### config.mk
export PLATFORM = sky130hd
export DESIGN_NAME = crono_countdown
export DESIGN_NICKNAME = d
export VERILOG_FILES = /design/src/rtl/crono_countdown.sv
export SDC_FILE = /design/constraint.sdc
export NUM_CORES = 1
export LEC_CHECK = 0
export BUFFER_PORTS_ARGS = -buffer_cell sky130_fd_sc_hd__buf_4
export CORE_ASPECT_RATIO = 0.9
export CORE_MARGIN = 1
export CORE_UTILIZATION = 30
export CTS_CLUSTER_DIAMETER = 30
export DETAILED_ROUTE_END_ITERATION = 12
export GPL_TIMING_DRIVEN = 0
export PLACE_DENSITY = 0.56
export SYNTH_ARGS = -nofsm -noshare
export SYNTH_HDL_FRONTEND = slang
export SYNTH_SLANG_ARGS = --single-unit
### constraint.sdc
create_clock -name clk -period 4.25 [get_ports clk]
set_input_delay 0.6375 -clock clk [delete_from_list [all_inputs] [get_ports clk]]
set_output_delay 0.6375 -clock clk [all_outputs]
set_load 0.01 [all_outputs]
### src/rtl/crono_countdown.sv
// crono_countdown: run-time engine of the countdown timer.
// Loads clamped hh:mm:ss from the adjust counters, decrements once per tick_1hz
// while running, and rings for RING_TICKS seconds when the count hits 00:00:00.
// Ports: clk/rst (sync, active-high); tick_1hz, load, start, stop strobes;
//        set_hora/set_min/set_seg in; cnt_* counts, running, ring out (all registered).
module crono_countdown #(
  parameter int HORA_MAX   = 11,
  parameter int MIN_MAX    = 59,
  parameter int SEG_MAX    = 59,
  parameter int RING_TICKS = 10
) (
  input  logic       clk,
  input  logic       rst,
  input  logic       tick_1hz,
  input  logic       load,
  input  logic       start,
  input  logic       stop,
  input  logic [3:0] set_hora,
  input  logic [5:0] set_min,
  input  logic [5:0] set_seg,
  output logic [3:0] cnt_hora,
  output logic [5:0] cnt_min,
  output logic [5:0] cnt_seg,
  output logic       running,
  output logic       ring
);

  localparam int RW = $clog2(RING_TICKS + 1);

  localparam logic [3:0]    HORA_LIM  = 4'(HORA_MAX);
  localparam logic [5:0]    MIN_LIM   = 6'(MIN_MAX);
  localparam logic [5:0]    SEG_LIM   = 6'(SEG_MAX);
  // Ring counter value on which the next tick ends the alarm.
  localparam logic [RW-1:0] RING_LAST = RW'(RING_TICKS - 1);

  typedef enum logic [1:0] {
    IDLE  = 2'd0,
    RUN   = 2'd1,
    PAUSE = 2'd2,
    DONE  = 2'd3
  } state_t;

  state_t        state_q, state_d;
  logic [3:0]    hora_q, hora_d;
  logic [5:0]    min_q, min_d;
  logic [5:0]    seg_q, seg_d;
  logic [RW-1:0] ring_cnt_q, ring_cnt_d;
  logic          running_q, running_d;
  logic          ring_q, ring_d;

  logic [3:0] hora_clamp;
  logic [5:0] min_clamp;
  logic [5:0] seg_clamp;
  logic       count_zero;
  logic       last_second;

  assign hora_clamp  = (set_hora > HORA_LIM) ? HORA_LIM : set_hora;
  assign min_clamp   = (set_min  > MIN_LIM)  ? MIN_LIM  : set_min;
  assign seg_clamp   = (set_seg  > SEG_LIM)  ? SEG_LIM  : set_seg;
  assign count_zero  = (hora_q == 4'd0) && (min_q == 6'd0) && (seg_q == 6'd0);
  // The only decrement that lands on 00:00:00 is from 00:00:01.
  assign last_second = (hora_q == 4'd0) && (min_q == 6'd0) && (seg_q == 6'd1);

  // State and count registers
  always_ff @(posedge clk) begin
    if (rst) begin
      state_q    <= IDLE;
      hora_q     <= 4'd0;
      min_q      <= 6'd0;
      seg_q      <= 6'd0;
      ring_cnt_q <= '0;
      running_q  <= 1'b0;
      ring_q     <= 1'b0;
    end else begin
      state_q    <= state_d;
      hora_q     <= hora_d;
      min_q      <= min_d;
      seg_q      <= seg_d;
      ring_cnt_q <= ring_cnt_d;
      running_q  <= running_d;
      ring_q     <= ring_d;
    end
  end

  // Next-state and count logic
  always_comb begin
    state_d    = state_q;
    hora_d     = hora_q;
    min_d      = min_q;
    seg_d      = seg_q;
    ring_cnt_d = ring_cnt_q;
    case (state_q)
      IDLE: begin
        if (load) begin
          hora_d = hora_clamp;
          min_d  = min_clamp;
          seg_d  = seg_clamp;
        end else if (start && !count_zero) begin
          state_d = RUN;
        end
      end
      RUN: begin
        if (stop) begin
          state_d = PAUSE;
        end else if (tick_1hz) begin
          if (seg_q != 6'd0) begin
            seg_d = seg_q - 6'd1;
          end else if (min_q != 6'd0) begin
            min_d = min_q - 6'd1;
            seg_d = SEG_LIM;
          end else if (hora_q != 4'd0) begin
            hora_d = hora_q - 4'd1;
            min_d  = MIN_LIM;
            seg_d  = SEG_LIM;
          end
          if (last_second) begin
            state_d    = DONE;
            ring_cnt_d = '0;
          end
        end
      end
      PAUSE: begin
        if (load) begin
          hora_d  = hora_clamp;
          min_d   = min_clamp;
          seg_d   = seg_clamp;
          state_d = IDLE;
        end else if (start) begin
          state_d = RUN;
        end
      end
      DONE: begin
        hora_d = 4'd0;
        min_d  = 6'd0;
        seg_d  = 6'd0;
        if (stop) begin
          state_d    = IDLE;
          ring_cnt_d = '0;
        end else if (tick_1hz) begin
          if (ring_cnt_q == RING_LAST) begin
            state_d    = IDLE;
            ring_cnt_d = '0;
          end else begin
            ring_cnt_d = ring_cnt_q + RW'(1);
          end
        end
      end
      default: state_d = IDLE;
    endcase
  end

  // Outputs decoded from the next state so they register alongside it
  always_comb begin
    running_d = (state_d == RUN);
    ring_d    = (state_d == DONE);
  end

  assign cnt_hora = hora_q;
  assign cnt_min  = min_q;
  assign cnt_seg  = seg_q;
  assign running  = running_q;
  assign ring     = ring_q;

endmodule
---- Word-level counts from Yosys, hierarchy flattened ----
Cells that the tools add are included.
word-level totals
  memories ................................ 0
  bits of input ports ..................... 22
  word-level logic and storage cells ...... 90
  output and inout bits ................... 18
  register bits ........................... 24
  latch bits .............................. 0
  RAM bits ................................ 0
  memory bits (read-only) ................. 0
operators by class
  div/mod/pow operators ................... 0
  multipliers ............................. 0
  reduce and logical (&&, ||, !) cells .... 18
  $add $sub $neg .......................... 4
  bitwise logic cells ..................... 0
  muxes and demuxes ....................... 41
  equal/unequal tests ..................... 17
  $lt $le $gt $ge ......................... 3
  shift-type cells ........................ 0
operator list
  cell                 number
  $mux 6               13
  $mux 4               13
  $pmux 6 s3           2
  $mux 2               10
  $gt 6x6->1 const B   2
  $logic_not 6->1      2
  $ne 2x2->1 const B   6
  $pmux 4 s3           1
  $reduce_bool 6->1    2
  $sub 6x1->6 const B  2
  $reduce_and 5->1     2
  $pmux 2 s4           1
  $pmux 4 s2           1
  $eq 2x2->1 const B   3
  $eq 6x1->1 const B   1
  $ne 3x3->1 const B   2
  $reduce_and 6->1     1
  $add 4x1->4 const B  1
  $eq 2x1->1 const B   2
  $eq 4x4->1 const B   1
  $gt 4x4->1 const B   1
  $logic_and 1x1->1    4
  $logic_not 4->1      1
  $ne 4x4->1 const B   1
  8 further kinds      8

---- Longest topological paths before layout ----
Gate-level depths: netlist (run 1).
  word-level depth ........................ 9
  mapped depth ............................ 7
  mapped depth without buffers ............ 7

---- Least setup slack after synthesis (run 1) ----
OpenSTA, ideal clock, no wires.
  kind .................................... reg2reg
  start point ............................. reg hora_q[0], in the netlist cnt_hora[0]
  end point ............................... reg seg_q[0], in the netlist cnt_seg[0]
  setup time .............................. 0.116 ns
  path slack .............................. 2.327 ns
  required time ........................... 4.134 ns
  stages on the path, launching flop included .. 8
  clock period less this slack ............ 1.923 ns
  buffers on the path ..................... 0
  arrival ................................. 1.807 ns
  path through ............................ dfxtp_1 -> inv_1 -> ha_1 -> nor3b_1 -> nand3_1 -> o31ai_2 -> nor4_1 -> a31o_2
between the ends
  word-level cells in the longest chain between the ends .. 3
RTL lines
  item                        line  RTL
  start, declared             44    logic [3:0] hora_q, hora_d;
  start signal, assigned      76    hora_q <= hora_d;
  $reduce_bool 4->1           111   end else if (hora_q != 4'd0) begin
  $ne 4x4->1 (no line)        --
  $reduce_and 4->1 (no line)  --
  end signal, assigned        78    seg_q <= seg_d;
  end, declared               46    logic [5:0] seg_q, seg_d;
Every way passes these cells.
A chain may end at the register's enable or synchronous reset.

---- Worst setup path after layout (run 1) ----
Ends and elaborated chain as after synthesis.

==> key figures, run 1 <==
STA
  • Worst slew pin tran: 0.7481 ns
  • Worst relative slew slack: 0.4983
  • Final setup viols: 0
  • Setup Skew: 0.005788 ns
  • Setup TNS: 0 ns
  • Part of the cycle the worst path needs: 0.5527
  • Fin crit period: 2.349 ns
  • Final Worst Setup Slack: 1.901 ns
  • Hold slack: 0.5026 ns
  • Max Fclk: 425.7 MHz
  • Final hold viol count: 0
  • RSZ-0062 raised after global routing: false
  • Slew Limit Fails: 0

Critical path
  • Startpoint Class: flip-flop
  • Worst path slowest cell: o31ai_2
  • CP peak stage delay: 0.66 ns
  • Data required time of the worst path: 4.42 ns
  • Critical path data arrival time: 2.52 ns
  • Critical-path cell list: inv_1 -> ha_1 -> nor3b_1 -> nand3_1 -> o31ai_2 -> nor4_1 -> a31o_2
  • Critical Path Sink Type: flip-flop
  • Crit path max fanout: 9
  • Crit Path Class: flip-flop to flip-flop

Detailed routing
  • Drt first-iter violations: 123
  • Initial DRT Pass Iterations: 4
  • ANT nets after route: 0
  • Drc violations: 0
  • Via-to-Cell Ratio: 5.457
  • Detailed-route wire length: 4789 um
  • Wirelength per Cell: 14.87 um
  • Vias: 1757

Min path
  • HP Class: flip-flop to flip-flop

GRT
  • Largest net degree at the start of global routing: 14
  • Vias in the first global route: 1611
  • Initial antenna violation count: 0
  • First-pass GRT wire length: 7886 um
  • Total global-route track usage: 0.1732
  • GRT overflow: 0

Floorplan
  • Row count: 25
  • Top Ports: 40
  • DIE WIDTH: 80.98 um
  • Die height: 73.08 um
  • Initial core utilization: 0.3167
  • Die Area: 5918 sq um
  • Core ar.: 5318 sq um

Yosys
  • Post-synth EDFFs: 0
  • Mapped Cells: 212
  • Post-Synth XOR/XNOR Area: 0.005201
  • Complex-gate fraction of the synthesized area: 0.2764
  • Post-Syn Area: 1684 sq um
  • Async set-reset flop share out of synthesis: 0
  • Synth warn: 0
  • Synth Flop Type: dfxtp_1
  • Largest family of logic cells by synthesized area: simple AND/OR/NAND/NOR gates
  • Register area share after synthesis: 0.2853
  • Simple-Gate Fraction of Synth Area: 0.2845
  • Post-synth net total: 242
  • Synth cell types: 55
  • Syn_area_per_cell: 7.944 sq um
  • Multiplexer area fraction after synthesis: 0.02377
  • Post-Synth Adder-Cell Area: 0.05944
  • Yosys reg bits: 24

CTS
  • Postcts setup bufs: 0
  • Root buffer cell: clkbuf_8
  • Cts hold-fix bufs: 0
  • Clock buffer depth: 2
  • Clk_lat worst skew: 0.28 ns
  • TritonCTS buffer count: 3
  • CTS sink count: 24
  • CTS clock-pin slew for the worst setup and hold paths: 0.10 ns
  • Post-cts sizing count: 0
  • H-tree levels: 1
  • CTS tree: built

Layout
  • Ant. Diodes: 0
  • Fillers: 573
  • Post-route cell area: 2116 sq um
  • Fin util: 0.3979
  • Finished Layout Cells: 322
  • NumNets Final: 286
  • Area Overhead vs Synth: 25.63%
  • Share of layout cells above drive strength 1: 0.2392

Placed design
  • Placed cells: 318
  • DP HPWL: 3550 um
  • RePlAce Congestion: 0.8444
  • Area after DPL: 2061 sq um
  • Placement Setup Slack: 1.958 ns
  • I/O Buffers: 39

Power and ir drop
  • Total power: 0.6724 mW
  • Worst IR Drop VDD: 0.1177 mV
  • Cell Pwr Density: 317.8 nW/um^2
  • Leakage Power: 0.8622 nW

Outcome
  • Outcome: finished, final reports clean

Flow run
  • Max cap viols: 0
-- area by class of cell --
class	instances	area, sq um	area share
multi-input cells	166	1094	0.5169
flip-flops and latches	24	480.5	0.2271
repair buffers	39	292.8	0.1384
well taps	67	83.83	0.03962
plain buffers	9	61.31	0.02898
clock buffers	4	55.05	0.02602
inverters	13	48.80	0.02306
-- power by group --
part,switching [mW],internal (mW)
sequential,0.0256,0.244
clock,0.0823,0.0830
combinational,0.128,0.109
total,0.236,0.436
-- layout by cell type, fill, tap and decap left out, types with 2 or more instances in the layout --
cell      Yosys  layout
inv_1        12      12
buf_4         0      39
nand2b_1      4       4
a21o_2        2       2
a32oi_1       4       4
or2_2         3       3
o41ai_1       2       2
nand2_1      10      10
nor4_1        3       3
a31o_2        4       4
dfxtp_1      24      24
o31ai_1       4       4
a31oi_1       5       5
mux2i_1       4       4
nor2b_1       4       4
nor4b_1       2       2
nand3_1       8       8
nor3b_1       6       6
and4b_1       2       2
nor2_1       21      21
a41oi_1       2       2
a21oi_1      17      17
clkbuf_8      1       5
nor3_1       14      14
ha_1          8       8
or3_1         2       2
o21ai_0      10      10
a211oi_1      2       2
clkbuf_1      5       5
-- cells in the mapped netlist, drive strengths merged, types with 2 or more instances --
cell    number  share of area
ha           8          0.059
nor4b        2          0.010
nor3        14          0.042
a41oi        2          0.010
mux2i        4          0.024
nor2        21          0.047
clkbuf       7          0.022
nor4         3          0.011
nor2b        4          0.015
dfxtp       24           0.29
a31oi        5          0.019
or2          3          0.011
nor3b        6          0.027
or3          3          0.014
o21ai       10          0.030
o31ai        5          0.025
a31o         4          0.021
nand3        8          0.024
o41ai        2          0.010
and4b        2          0.012
a211oi       2         0.0089
nand2       10          0.022
a32oi        4          0.021
a21oi       18          0.056
nand2b       4          0.015
a21o         2          0.010
inv         12          0.027
-- layer usage --
| layer | global-route usage | wire length, um |
|---|---|---|
| met5 | 0 | 0 |
| met4 | 0.05357 | 35 |
| met3 | 0.02875 | 354 |
| met2 | 0.2512 | 2026 |
| met1 | 0.2574 | 2374 |
-- cell families (layout without fill, tap and decap cells) --
family          Yosys count  in the layout
mux                       4              4
simple gates             87             87
fa+ha+maj                 8              8
flops                    24             24
compound gates           66             66
xor+xnor                  1              1
buf+inv                  22             65
-- path summary, 6_finish.rpt --
check | start | to | slack [ns] | depth (start not counted)
hold reg to reg | ring_cnt_q[3]$_SDFFE_PP0P_ | ring_cnt_q[3]$_SDFFE_PP0P_ | 0.50 | 1
setup / recovery | cnt_hora[0]$_SDFFE_PP0P_ | cnt_seg[0]$_SDFFE_PP0P_ | 1.90 | 7
hold / removal | ring_cnt_q[3]$_SDFFE_PP0P_ | ring_cnt_q[3]$_SDFFE_PP0P_ | 0.50 | 1
setup reg to reg | cnt_hora[0]$_SDFFE_PP0P_ | cnt_seg[0]$_SDFFE_PP0P_ | 1.90 | 7
-- registers in the layout, indices dropped and copies added (netlist names) --
name	flops
ring	1
cnt_seg	6
state_q	2
cnt_min	6
ring_cnt_q	4
running	1
cnt_hora	4
-- critical path, delay by kind of cell, from the launching register on --
kind,cells,cell delay [ns]
adders and majority gates,1,0.21
DFF,1,0.35
and+or+nand+nor,3,0.70
AOI/OAI and AO/OA,2,0.90
buffers and inverters,1,0.09
Power figures use the tool's default switching activity.
==> inputs of run 2 (changes only) <==
PLACE_DENSITY = 0.57   (was 0.56)
clock period = 2 ns   (was 4.25 ns; I/O delays follow)
==> run 2 against run 1 <==
- combinational power grew to 2.5 times the previous value
- clock power up 76%
- maximum frequency grew 24%
- worst setup slack lost 1.8 ns
- hold slack worse by 0.16 ns
- final cell count up 0.62%
- clock-buffer cell count is 1 lower
- critical path type unchanged
==> key figures, run 2 (synthesis gave the netlist of run 1 again) <==
Power and ir drop
  • Cell Pwr Density: 650.3 nW/um^2
  • Leakage Power: 0.9065 nW
  • Total power: 1.475 mW
  • Worst IR Drop VDD: 0.2673 mV

STA
  • Fin crit period: 1.890 ns
  • Slew Limit Fails: 0
  • Hold slack: 0.3390 ns
  • Max Fclk: 529.0 MHz
  • Worst relative slew slack: 0.6262
  • Final hold viol count: 0
  • Final setup viols: 0
  • Worst slew pin tran: 0.5607 ns
  • Setup Skew: 0.002542 ns
  • Part of the cycle the worst path needs: 0.9452
  • RSZ-0062 raised after global routing: false
  • Final Worst Setup Slack: 0.1096 ns

Floorplan
  • Row count: 25
  • Die height: 73.08 um
  • Initial core utilization: 0.3167
  • Top Ports: 40
  • Core ar.: 5318 sq um
  • Die Area: 5918 sq um
  • DIE WIDTH: 80.98 um

Layout
  • Area Overhead vs Synth: 34.70%
  • Fillers: 568
  • Finished Layout Cells: 324
  • Share of layout cells above drive strength 1: 0.3230
  • Commonest non-fill, non-tap cells in the layout: 41 x buf_4, 23 x dfxtp_1, 20 x nor2_1
  • Commonest non-fill, non-tap cell in the layout: buf_4
  • NumNets Final: 289
  • Ant. Diodes: 0

Detailed routing
  • Drt first-iter violations: 91
  • Detailed-route wire length: 5062 um
  • Vias: 1815
  • Drc violations: 0
  • Wirelength per Cell: 15.62 um
  • Initial DRT Pass Iterations: 4
  • Via-to-Cell Ratio: 5.602
  • ANT nets after route: 0

GRT
  • Largest net degree at the start of global routing: 13
  • Initial antenna violation count: 0
  • GRT overflow: 0
  • First-pass GRT wire length: 8266 um
  • Vias in the first global route: 1733
  • Total global-route track usage: 0.1807

Placed design
  • RePlAce Congestion: 0.8465
  • Placed cells: 318
  • DP HPWL: 3629 um
  • I/O Buffers: 39
  • Placement Setup Slack: -0.2523 ns

CTS
  • CTS sink count: 24
  • Root buffer cell: clkbuf_8
  • CTS clock-pin slew for the worst setup and hold paths: 0.08 ns
  • Cts hold-fix bufs: 0
  • TritonCTS buffer count: 3
  • H-tree levels: 1
  • Clock buffer depth: 2
  • Clk_lat worst skew: 0.27 ns
  • CTS tree: built

Critical path
  • Internal reg-to-reg setup slack: 0.11 ns
  • RR Startpoint: cnt_seg[5]$_SDFFE_PP0P_
  • Crit path max fanout: 6
  • Critical Path Sink Type: flip-flop
  • Crit Path Class: flip-flop to flip-flop
  • Startpoint Class: flip-flop
  • Critical path data arrival time: 2.03 ns
  • Reg-to-Reg End: ring$_SDFF_PP0_
  • R2R depth: 5
  • Critical Path Start: cnt_seg[5]$_SDFFE_PP0P_
  • Data required time of the worst path: 2.14 ns

Min path
  • Hold path start: start
  • HP Class: primary input to flip-flop
  • Hold worst-path end: state_q[0]$_SDFF_PP0_
  • Hold Path Cell Cnt: 3

Flow run
  • Max cap viols: 0

Outcome
  • Outcome: finished, final reports clean
==> run 2: cell types whose count changed in the layout (fill, tap and decap cells not counted), sizes merged <==
cell	delta
clkbuf	-1
buf	+3
==> run 2: how the worst max path moves through the flow <==
stage / slack, ns / endpoint / cells past startpoint
2_1_floorplan: 0.08 / cnt_seg[0]$_SDFFE_PP0P_ / 7
3_3_place_gp: -0.26 / cnt_seg[0]$_SDFFE_PP0P_ / 7
3_5_place_dp: -0.25 / cnt_seg[0]$_SDFFE_PP0P_ / 7
4_1_cts: 0.007 / cnt_min[2]$_SDFFE_PP0P_ / 7
5_1_grt: 0.007 / running$_SDFF_PP0_ / 7
6_report: 0.11 / ring$_SDFF_PP0_ / 5
==> run 2: stage by stage <==
stage | util | area (sq um) | TNS, ns
3_5_place_dp | 0.3875 | 2061 | -2.130
3_3_place_gp | 0.3875 | 2061 | -2.252
4_1_cts | 0.4073 | 2166 | 0
5_1_grt | 0.4266 | 2268 | 0
6_report | 0.4266 | 2268 | 0
2_1_floorplan | - | 1684 | 0
==> run 2: final cells by class <==
type,instances,area [sq um],share of cell area
plain buffers,9,62.56,0.02758
clock buffers,3,41.29,0.01820
inverters,13,48.80,0.02151
multi-input cells,166,1231,0.5427
flip-flops and latches,24,481.7,0.2124
well taps,67,83.83,0.03696
repair buffers,42,319.1,0.1407
==> run 2: per-layer routing <==
layer	global-route usage	vias up	share of wire	wire [um]
met5	0	-	0	0
met4	0.04762	0	0.0077	39
met3	0.02625	4	0.044	224
met2	0.2792	48	0.44	2204
met1	0.2600	866	0.51	2593
li1	-	897	-	-
==> run 2: repair_timing <==
item / in CTS / in global routing
pin swaps: 1 / 3
gates resized for setup: 11 / 23
gates cloned: 0 / 0
setup endpoints to repair: 17 / 20
setup buffers: 2 / 1
==> run 2: report_power, final <==
part / switching (mW) / leakage [nW] / total (mW) / internal (mW)
clock network: 0.155 / 0.0216 / 0.290 / 0.135
logic: 0.308 / 0.687 / 0.600 / 0.292
registers: 0.0665 / 0.198 / 0.586 / 0.519
==> run 2: critical path: stages (launching register included) <==
cell and delay (ns):
dfxtp_1 0.39, nor4_2 0.43, nand2_1 0.22, or3_4 0.43, a31oi_4 0.23, nor3_1 0.07
==> inputs of run 3 (changes only) <==
--- a/config.mk
+++ b/config.mk
@@ -10,3 +10,3 @@
 export CORE_MARGIN = 1
-export CORE_UTILIZATION = 30
+export CORE_UTILIZATION = 48
 export CTS_CLUSTER_DIAMETER = 30
@@ -14,3 +14,3 @@
 export GPL_TIMING_DRIVEN = 0
-export PLACE_DENSITY = 0.57
+export PLACE_DENSITY = 0.81
 export SYNTH_ARGS = -nofsm -noshare
==> constraint.sdc (replaced) <==
create_clock -name clk -period 2 [get_ports clk]
set_input_delay 0.4 -clock clk [delete_from_list [all_inputs] [get_ports clk]]
set_output_delay 0.4 -clock clk [all_outputs]
set_load 0.01 [all_outputs]
==> run 3 against run 2 <==
- final cell count decreased by 5.6%
- die area shrank 37%
- combinational power fell by 2%
- clock skew increased by 0.0052 ns
- non-clock buffer count is 4 higher
- critical endpoint is now cnt_seg[0]$_SDFFE_PP0P_
- largest cell class unchanged
==> key figures, run 3 (synthesis gave the netlist of run 1 again) <==
Outcome
  • Outcome: finished, final reports clean

Floorplan
  • Die height: 58.20 um
  • DIE WIDTH: 64.44 um
  • Initial core utilization: 0.5022
  • Core ar.: 3353 sq um
  • Row count: 20
  • Top Ports: 40
  • Die Area: 3750 sq um

Layout
  • Area Overhead vs Synth: 32.24%
  • Ant. Diodes: 0
  • Commonest non-fill, non-tap cell in the layout: buf_4
  • NumNets Final: 293
  • Fin util: 0.6642
  • Share of layout cells above drive strength 1: 0.3168
  • Commonest non-fill, non-tap cells in the layout: 46 x buf_4, 23 x dfxtp_1, 20 x nor2_1

Power and ir drop
  • Net Sw Power: 0.5312 mW
  • Flop pwr share: 0.386
  • Leakage Power: 0.9227 nW
  • Power Internal: 0.9861 mW
  • Logic gate share of total power: 0.388
  • Switching share of power: 0.3501
  • Clock group share of total power: 0.226
  • Cell Pwr Density: 681.3 nW/um^2
  • Total power: 1.517 mW
  • Worst IR Drop VDD: 0.4826 mV

CTS
  • H-tree levels: 1
  • CTS tree: built
  • Clock buffer depth: 2
  • CTS clock-pin slew for the worst setup and hold paths: 0.09 ns
  • Root buffer cell: clkbuf_8
  • TritonCTS buffer count: 3
  • Clk_lat worst skew: 0.28 ns
  • CTS sink count: 24

GRT
  • Initial antenna violation count: 0
  • Largest net degree at the start of global routing: 14
  • Vias in the first global route: 1675
  • GRT overflow: 0
  • First-pass GRT wire length: 7610 um
  • Total global-route track usage: 0.2647

Critical path
  • Data required time of the worst path: 2.17 ns
  • RR Startpoint: cnt_hora[0]$_SDFFE_PP0P_
  • Crit Path Class: flip-flop to flip-flop
  • Critical Path Sink Type: flip-flop
  • Reg-to-Reg End: cnt_seg[0]$_SDFFE_PP0P_
  • Startpoint Class: flip-flop
  • Critical path data arrival time: 2.13 ns
  • Internal reg-to-reg setup slack: 0.04 ns
  • R2R depth: 8
  • Crit path max fanout: 5

Placed design
  • DP HPWL: 3190 um
  • RePlAce Congestion: 0.9118
  • I/O Buffers: 39

STA
  • Final hold viol count: 0
  • Fin crit period: 1.956 ns
  • Final setup viols: 0
  • Setup Skew: 0.007782 ns
  • RSZ-0062 raised after global routing: true
  • Worst relative slew slack: 0.6215
  • Worst slew pin tran: 0.5677 ns
  • Part of the cycle the worst path needs: 0.9779
  • Slew Limit Fails: 0
  • Max Fclk: 511.3 MHz

Detailed routing
  • Via-to-Cell Ratio: 6.124
  • Detailed-route wire length: 4645 um
  • Wirelength per Cell: 15.18 um
  • Drt first-iter violations: 193
  • Vias: 1874
  • Initial DRT Pass Iterations: 5
  • ANT nets after route: 0
  • Drc violations: 0

Min path
  • HP Class: primary input to flip-flop
  • Hold Path Cell Cnt: 3
  • Hold path start: start
  • Hold worst-path end: state_q[0]$_SDFF_PP0_

Flow run
  • Max cap viols: 0
-- run 3: power groups by stage --
stage,Sequential (mW),Clock (mW),Combinational (mW)
4_1_cts,0.573,0.355,0.522
6_report,0.585,0.343,0.589
3_5_place_dp,0.582,0,0.492
2_1_floorplan,0.588,0,0.315
3_3_place_gp,0.581,0,0.488
5_1_grt,0.592,0.371,0.643
-- run 3: final cells by class --
class                      instances  area, sq um
multi-input combinational        166         1179
fill                             293         1126
sequential                        24        481.7
timing repair buffer              46        345.3
buffer                             9        62.56
clock buffer                       4        55.05
tap                               44        55.05
inverter                          13        48.80
-- run 3: worst max-delay path by stage --
stage                                    to  slack (ns)  cells after the start                startpoint
finish              cnt_seg[0]$_SDFFE_PP0P_        0.04                      8  cnt_hora[0]$_SDFFE_PP0P_
global route        cnt_min[5]$_SDFFE_PP0P_       -0.05                      7   cnt_seg[1]$_SDFFE_PP0P_
CTS                 cnt_min[5]$_SDFFE_PP0P_        0.03                      7   cnt_seg[0]$_SDFFE_PP0P_
detailed placement  cnt_seg[0]$_SDFFE_PP0P_       -0.23                      7  cnt_hora[0]$_SDFFE_PP0P_
global placement    cnt_seg[0]$_SDFFE_PP0P_       -0.19                      7  cnt_hora[0]$_SDFFE_PP0P_
floorplan           cnt_seg[0]$_SDFFE_PP0P_        0.08                      7  cnt_hora[0]$_SDFFE_PP0P_
-- run 3: timing repair --
item,CTS,global route
buffers inserted,4,3
resized for setup,7,16
cloned,0,0
setup endpoints to repair,14,22
hold buffers,0,0
pin swaps,2,0
-- run 3: stage by stage --
step / std cells / instance area [sq um] / setup WS [ns] / hold slack (ns) / TNS (ns)
final: 306 / 2227 / 0.04428 / 0.4319 / 0
after floorplan: 212 / 1684 / 0.07682 / 0.4487 / 0
after detailed placement: 295 / 2032 / -0.2303 / 0.4782 / -1.595
after global placement: 295 / 2032 / -0.1923 / 0.4647 / -1.416
after global routing: 306 / 2227 / -0.04680 / 0.4549 / -0.1684
after CTS: 303 / 2146 / 0.03345 / 0.4343 / 0
-- run 3: worst max-delay path: stages, from the launching register on --
cell and delay (ns):
dfxtp_1 0.35, inv_1 0.08, ha_1 0.21, nor3b_4 0.27
nand3_2 0.19, o31ai_4 0.30, buf_4 0.18, nor4_1 0.05
a31o_2 0.23
-- run 3: layer usage --
metal	vias up	global-route usage	wire length, um
met5	-	0	0
met2	91	0.4286	2122
met4	0	0.1270	129
li1	907	-	-
met3	13	0.04528	313
met1	863	0.3425	2079
